### src/rtl/operand_fetch.sv
// operand_fetch: source-operand fetch with a RAW scoreboard and a one-entry output buffer.
// Build option FORWARD_EN: a writeback that lands in the same cycle can feed a waiting operand directly.
module operand_fetch #(
  parameter int WIDTH = 32
) (
  input  logic             clk,
  input  logic             reset,
  input  logic             in_valid,
  output logic             in_ready,
  input  logic [3:0]       in_ra1,
  input  logic [3:0]       in_ra2,
  input  logic [3:0]       in_wa,
  input  logic             in_we,
  input  logic [WIDTH-1:0] in_pc,
  output logic [3:0]       rf_ra1,
  output logic [3:0]       rf_ra2,
  input  logic [WIDTH-1:0] rf_rd1,
  input  logic [WIDTH-1:0] rf_rd2,
  input  logic             wb_valid,
  input  logic [3:0]       wb_wa,
  input  logic [WIDTH-1:0] wb_wd,
  output logic             out_valid,
  input  logic             out_ready,
  output logic [WIDTH-1:0] out_op1,
  output logic [WIDTH-1:0] out_op2,
  output logic [3:0]       out_wa,
  output logic             out_we,
  output logic [15:0]      stall_cnt
);

  // state | meaning
  // EMPTY | nothing held for execute, out_valid=0
  // FULL  | one issued instruction held for execute, out_valid=1
  typedef enum logic {EMPTY = 1'b0, FULL = 1'b1} state_t;

  localparam logic [3:0] PC_REG = 4'hF;

  state_t           state_q, state_d;
  logic [14:0]      pending_q, pending_d;
  logic [15:0]      pend_ext;
  logic             src1_pend, src2_pend;
  logic             fwd1, fwd2;
  logic             haz1, haz2;
  logic             hazard, issue;
  logic [WIDTH-1:0] pc_plus8;
  logic [WIDTH-1:0] op1_d, op2_d;

  assign rf_ra1 = in_ra1;
  assign rf_ra2 = in_ra2;

  // r15 reads as the PC, so its slot is tied off and never reports pending
  assign pend_ext  = {1'b0, pending_q};
  assign src1_pend = (in_ra1 != PC_REG) && pend_ext[in_ra1];
  assign src2_pend = (in_ra2 != PC_REG) && pend_ext[in_ra2];

`ifdef FORWARD_EN
  assign fwd1 = src1_pend && wb_valid && (wb_wa == in_ra1);
  assign fwd2 = src2_pend && wb_valid && (wb_wa == in_ra2);
`else
  assign fwd1 = 1'b0;
  assign fwd2 = 1'b0;
`endif

  assign haz1   = src1_pend && !fwd1;
  assign haz2   = src2_pend && !fwd2;
  assign hazard = in_valid && (haz1 || haz2);

  assign in_ready  = reset && !hazard && ((state_q == EMPTY) || out_ready);
  assign issue     = in_valid && in_ready;
  assign out_valid = (state_q == FULL);

  assign pc_plus8 = in_pc + WIDTH'(8);

  always_comb begin
    op1_d = rf_rd1;
    op2_d = rf_rd2;
    if (in_ra1 == PC_REG) begin
      op1_d = pc_plus8;
    end else if (fwd1) begin
      op1_d = wb_wd;
    end
    if (in_ra2 == PC_REG) begin
      op2_d = pc_plus8;
    end else if (fwd2) begin
      op2_d = wb_wd;
    end
  end

  // the set is applied after the clear so a same-cycle issue write wins
  always_comb begin
    pending_d = pending_q;
    for (int i = 0; i < 15; i++) begin
      if (wb_valid && (wb_wa == 4'(i))) begin
        pending_d[i] = 1'b0;
      end
      if (issue && in_we && (in_wa == 4'(i))) begin
        pending_d[i] = 1'b1;
      end
    end
  end

  always_comb begin
    state_d = state_q;
    case (state_q)
      EMPTY: begin
        if (issue) begin
          state_d = FULL;
        end
      end
      FULL: begin
        if (issue) begin
          state_d = FULL;
        end else if (out_ready) begin
          state_d = EMPTY;
        end
      end
      default: state_d = EMPTY;
    endcase
  end

  always_ff @(posedge clk or negedge reset) begin
    if (!reset) begin
      state_q   <= EMPTY;
      pending_q <= '0;
    end else begin
      state_q   <= state_d;
      pending_q <= pending_d;
    end
  end

  always_ff @(posedge clk or negedge reset) begin
    if (!reset) begin
      out_op1 <= '0;
      out_op2 <= '0;
      out_wa  <= '0;
      out_we  <= 1'b0;
    end else if (issue) begin
      out_op1 <= op1_d;
      out_op2 <= op2_d;
      out_wa  <= in_wa;
      out_we  <= in_we;
    end
  end

  always_ff @(posedge clk or negedge reset) begin
    if (!reset) begin
      stall_cnt <= '0;
    end else if (hazard && (stall_cnt != 16'hFFFF)) begin
      stall_cnt <= stall_cnt + 16'd1;
    end
  end

endmodule

### config.mk
export PLATFORM = sky130hd
export DESIGN_NAME = operand_fetch
export DESIGN_NICKNAME = d
export VERILOG_FILES = /design/src/rtl/operand_fetch.sv
export SDC_FILE = /design/constraint.sdc
export NUM_CORES = 1
export LEC_CHECK = 0
export ABC_AREA = 1
export CAP_MARGIN = 10
export CORE_UTILIZATION = 40
export DETAILED_ROUTE_END_ITERATION = 10
export PLACE_DENSITY = 0.84
export SYNTH_ARGS = -nofsm -noshare
export SYNTH_HDL_FRONTEND = slang
export SYNTH_SLANG_ARGS = --single-unit
### constraint.sdc
create_clock -name clk -period 2.1 [get_ports clk]
set_clock_uncertainty 0.2 [all_clocks]
set_input_delay 0.42 -clock clk [delete_from_list [all_inputs] [get_ports clk]]
set_output_delay 0.42 -clock clk [all_outputs]
set_load 0.02 [all_outputs]
==> results.cfg <==
[worst_setup_path]
crit_path_cell_trace = clkdlybuf4s50_1 -> inv_1 -> nor2_2 -> nand2_1 -> nand2_1 -> inv_1 -> nand2_2 -> nor2_4 -> buf_4 -> buf_4 -> nand3_4 -> clkbuf_16 -> clkbuf_16 -> o21ai_0
crit_path_start_kind = primary input
r2r_slack_ns = -0.18
worst_path_max_delay_cell = sky130_fd_sc_hd__clkdlybuf4s50_1
timing_worst_setup_path_type = in -> reg
required_ns = 2.16
crit_arrival_ns = 2.37
worstPathMaxFanout = 7
cp-end-kind = flip-flop
cpPeakStageDelay_ns = 0.45

[route]
antenna_left = 0
detail_route.first_pass.iterations = 8
detail_route.drc_violations = 9
via_total_after_detailed_routing = 6659
total_wirelength_of_the_detailed_routed_design_um = 23000
drt_iter0_drc = 475
routed_via_density = 5.21
wire_per_inst_um = 18.0

[place]
place.gp.congestion = 0.954
place.detailed.hpwl_um = 15000
numPortBuffers = 212
place_ws_ns = -0.997

[hold_path]
min_path_type = in -> async

[power]
cellLeakagePower_nw = 4.95
finalPower_mw = 8.09
ir_worst_vdd_mv = 0.617
power.share.switching_pct = 36.2
pwr-share-clk_pct = 22.1
share_seq_of_total_power_pct = 34.9
p_sw_mw = 2.93
combinational_power_share_pct = 43.0
power-per-cell-area_nw_per_um2 = 801
p_int_mw = 5.16

[die]
die_w_um = 126
die_area_um2 = 15800
core_region_area_um2 = 14700
fp-row-count = 44
floorplan.initialDensity_pct = 41.6
floorplan.io_pins = 245
die_height_um = 126

[global_route]
wire_length_of_the_first_global_routing_pass_um = 31700
first_global_vias = 6247
globalRouteTotalUtil_pct = 25.6
overflow = 0
antenna_found_initial = 0
pin_count_of_the_biggest_net_entering_global_routing = 102

[cts]
cts_tree = done
cts_num_sinks = 101
htree_levels = 3
cts_made_buffers = 9
clk_pin_slew_ns = 0.08
insertion_delay_ns = 0.35
cts_root_buf = sky130_fd_sc_hd__clkbuf_16
max-clock-path-buffers = 2

[job]
max_cap_violations = 0

[yosys]
synth.yosys.warnings = 0
syn_std_cell_area_um2 = 6120
syn_nets = 936
synth_enable_flop_cells = 0
postSynth.topFlopCell = sky130_fd_sc_hd__dfrtp_1
synth.yosys.seq_area_share_pct = 41.3
postSynth.asyncResetShare_pct = 100
synth.distinct_cells = 31
synth-seq-cells = 101
mean_instance_size_in_the_synthesized_netlist_um2 = 7.80
postSynthCellCount = 784

[timing]
final_period_minus_worst_setup_slack_ns = 2.31
clock.fmax_mhz = 433
final_critical_path_setup_slack_ns = -0.209
finalHoldViolCount = 84
worst_hold_slack_ns = -0.0657
report.final.slew_viol_count = 0
worst_slew_pin_slew_ns = 0.785
grt_setup_unrepaired = yes
slew-limit-headroom_pct = 47.5
portion_of_the_clock_cycle_consumed_by_the_worst_path_in_the_final_layout_pct = 110
setup_viol_count_final = 71

[cells_and_area]
areaGrowthSynthToFinish_pct = 65.2
post_route_cells_drive_above_1_share_pct = 20.0
num_antenna_cells = 0
finish.net_count = 1241

[run_status]
run_status = complete, but fails checks
violations_in_the_final_reports = design-rule violations, negative hold slack, negative setup slack
==> flip-flops by register name, summed over array words and instances (netlist names) <==
register,count
stall_cnt,16
out_wa,4
out_valid,1
out_op2,32
out_we,1
out_op1,32
pending_q,15
==> power groups by stage <==
stage / logic [mW] / registers [mW] / clock network (mW)
2_1_floorplan: 0.869 / 3.40 / 0
5_1_grt: 3.70 / 2.88 / 1.89
4_1_cts: 3.18 / 2.79 / 1.80
3_5_place_dp: 3.16 / 2.81 / 0
6_report: 3.48 / 2.83 / 1.79
3_3_place_gp: 3.10 / 2.80 / 0
==> per-layer routing <==
metal / up-vias / wire [um] / part of all wire [%] / global-route usage, %
met5: - / 0 / 0 / 0
met4: 0 / 939 / 4.1 / 11.6
met3: 57 / 1250 / 5.4 / 4.80
met2: 274 / 11000 / 48 / 43.3
met1: 3163 / 9780 / 43 / 31.8
li1: 3165 / - / - / -
==> path summary, 6_finish.rpt <==
check                      cells past startpoint                         to                     start
setup / recovery                              14     out_op1[9]$_DFFE_PN0P_                 in_ra2[3]
setup reg to reg                              13     out_op1[9]$_DFFE_PN0P_  pending_q[0]$_DFFE_PN0P_
max in group asynchronous                      3  stall_cnt[13]$_DFFE_PN0P_                     reset
hold / removal                                 2     out_op1[9]$_DFFE_PN0P_                     reset
min in group clk                               2      out_wa[3]$_DFFE_PN0P_     out_wa[3]$_DFFE_PN0P_
hold reg to reg                                2      out_wa[3]$_DFFE_PN0P_     out_wa[3]$_DFFE_PN0P_
==> cells by family after synthesis <==
group | count (synthesis) | synth area share [%]
mux | 58 | 9.49
buf+inv | 92 | 7.47
simple gates | 394 | 26.4
flops | 101 | 41.3
xor+xnor | 37 | 5.30
compound gates | 100 | 9.60
fa+ha+maj | 2 | 0.409
==> layout make-up <==
type / instances / area (um^2)
well taps: 184 / 230
flip-flops and latches: 101 / 2530
multi-input cells: 591 / 3360
repair buffers: 330 / 3460
fillers: 1164 / 4590
clock buffers: 10 / 239
inverters: 56 / 223
clock inverters: 6 / 70.1
==> critical path: cells and delay by family <==
| family | cells | cell delay [ns] |
|---|---|---|
| AOI/OAI and AO/OA | 1 | 0.21 |
| buffers and inverters | 7 | 1.26 |
| and+or+nand+nor | 6 | 0.48 |
==> cells in the mapped netlist, types with 2 or more instances <==
| library cell | n | area, um^2 |
|---|---|---|
| sky130_fd_sc_hd__a21boi_0 | 5 | 37.5 |
| sky130_fd_sc_hd__inv_4 | 2 | 12.5 |
| sky130_fd_sc_hd__o21ai_2 | 6 | 52.6 |
| sky130_fd_sc_hd__xnor2_1 | 14 | 123 |
| sky130_fd_sc_hd__nand3b_1 | 5 | 37.5 |
| sky130_fd_sc_hd__inv_2 | 2 | 7.51 |
| sky130_fd_sc_hd__nor2_1 | 65 | 244 |
| sky130_fd_sc_hd__buf_4 | 9 | 67.6 |
| sky130_fd_sc_hd__mux2i_1 | 58 | 581 |
| sky130_fd_sc_hd__nand3_1 | 41 | 205 |
| sky130_fd_sc_hd__nor3_1 | 12 | 60.1 |
| sky130_fd_sc_hd__inv_1 | 52 | 195 |
| sky130_fd_sc_hd__o21ai_1 | 24 | 120 |
| sky130_fd_sc_hd__buf_2 | 16 | 80.1 |
| sky130_fd_sc_hd__clkbuf_1 | 4 | 15.0 |
| sky130_fd_sc_hd__nand4_1 | 9 | 56.3 |
| sky130_fd_sc_hd__buf_6 | 7 | 78.8 |
| sky130_fd_sc_hd__ha_1 | 2 | 25.0 |
| sky130_fd_sc_hd__nand2_1 | 256 | 961 |
| sky130_fd_sc_hd__dfrtp_1 | 101 | 2530 |
| sky130_fd_sc_hd__nor2_2 | 2 | 12.5 |
| sky130_fd_sc_hd__o21ai_0 | 41 | 205 |
| sky130_fd_sc_hd__a31oi_1 | 5 | 31.3 |
| sky130_fd_sc_hd__o21bai_1 | 17 | 128 |
| sky130_fd_sc_hd__xor2_1 | 23 | 201 |
==> per-stage QoR <==
step | instance area, um^2 | instances | TNS, ns | util [%] | hold slack, ns
floorplan | 6180 | 784 | -0.0710 | - | -0.0756
global placement | 9070 | 1233 | -52.96 | 61.7 | 0.254
detailed placement | 9070 | 1233 | -53.21 | 61.7 | 0.269
CTS | 9460 | 1256 | -0.182 | 64.3 | -0.00637
global route | 10100 | 1278 | -16.99 | 68.7 | -0.0275
finish | 10100 | 1278 | -6.81 | 68.7 | -0.0657
==> cell usage in the layout (no fill, tap or decap), types with 3 or more instances in the layout <==
cell and instances:
sky130_fd_sc_hd__a21boi_0 5, sky130_fd_sc_hd__a31oi_1 5, sky130_fd_sc_hd__buf_12 14, sky130_fd_sc_hd__buf_4 82
sky130_fd_sc_hd__buf_6 7, sky130_fd_sc_hd__clkbuf_16 22, sky130_fd_sc_hd__clkdlybuf4s50_1 194, sky130_fd_sc_hd__dfrtp_1 99
sky130_fd_sc_hd__dlygate4sd2_1 10, sky130_fd_sc_hd__dlymetal6s2s_1 4, sky130_fd_sc_hd__inv_1 44, sky130_fd_sc_hd__inv_2 10
sky130_fd_sc_hd__mux2i_1 58, sky130_fd_sc_hd__nand2_1 234, sky130_fd_sc_hd__nand2_2 22, sky130_fd_sc_hd__nand3_1 40
sky130_fd_sc_hd__nand3b_1 5, sky130_fd_sc_hd__nand4_1 9, sky130_fd_sc_hd__nor2_1 62, sky130_fd_sc_hd__nor2_4 3
sky130_fd_sc_hd__nor3_1 9, sky130_fd_sc_hd__nor3_2 3, sky130_fd_sc_hd__o21ai_0 10, sky130_fd_sc_hd__o21ai_1 31
sky130_fd_sc_hd__o21ai_2 30, sky130_fd_sc_hd__o21bai_1 17, sky130_fd_sc_hd__xnor2_1 12, sky130_fd_sc_hd__xor2_1 23
==> timing repair <==
| item | 4_1_cts | 5_1_grt |
|---|---|---|
| hold endpoints to repair | 51 | 17 |
| cloned | 2 | 20 |
| buffers inserted | 5 | 2 |
| pin swaps | 10 | 8 |
| endpoints found under the setup margin | 112 | 106 |
| gates resized for setup | 38 | 99 |
Note: power is estimated with default switching activity, not from simulation.
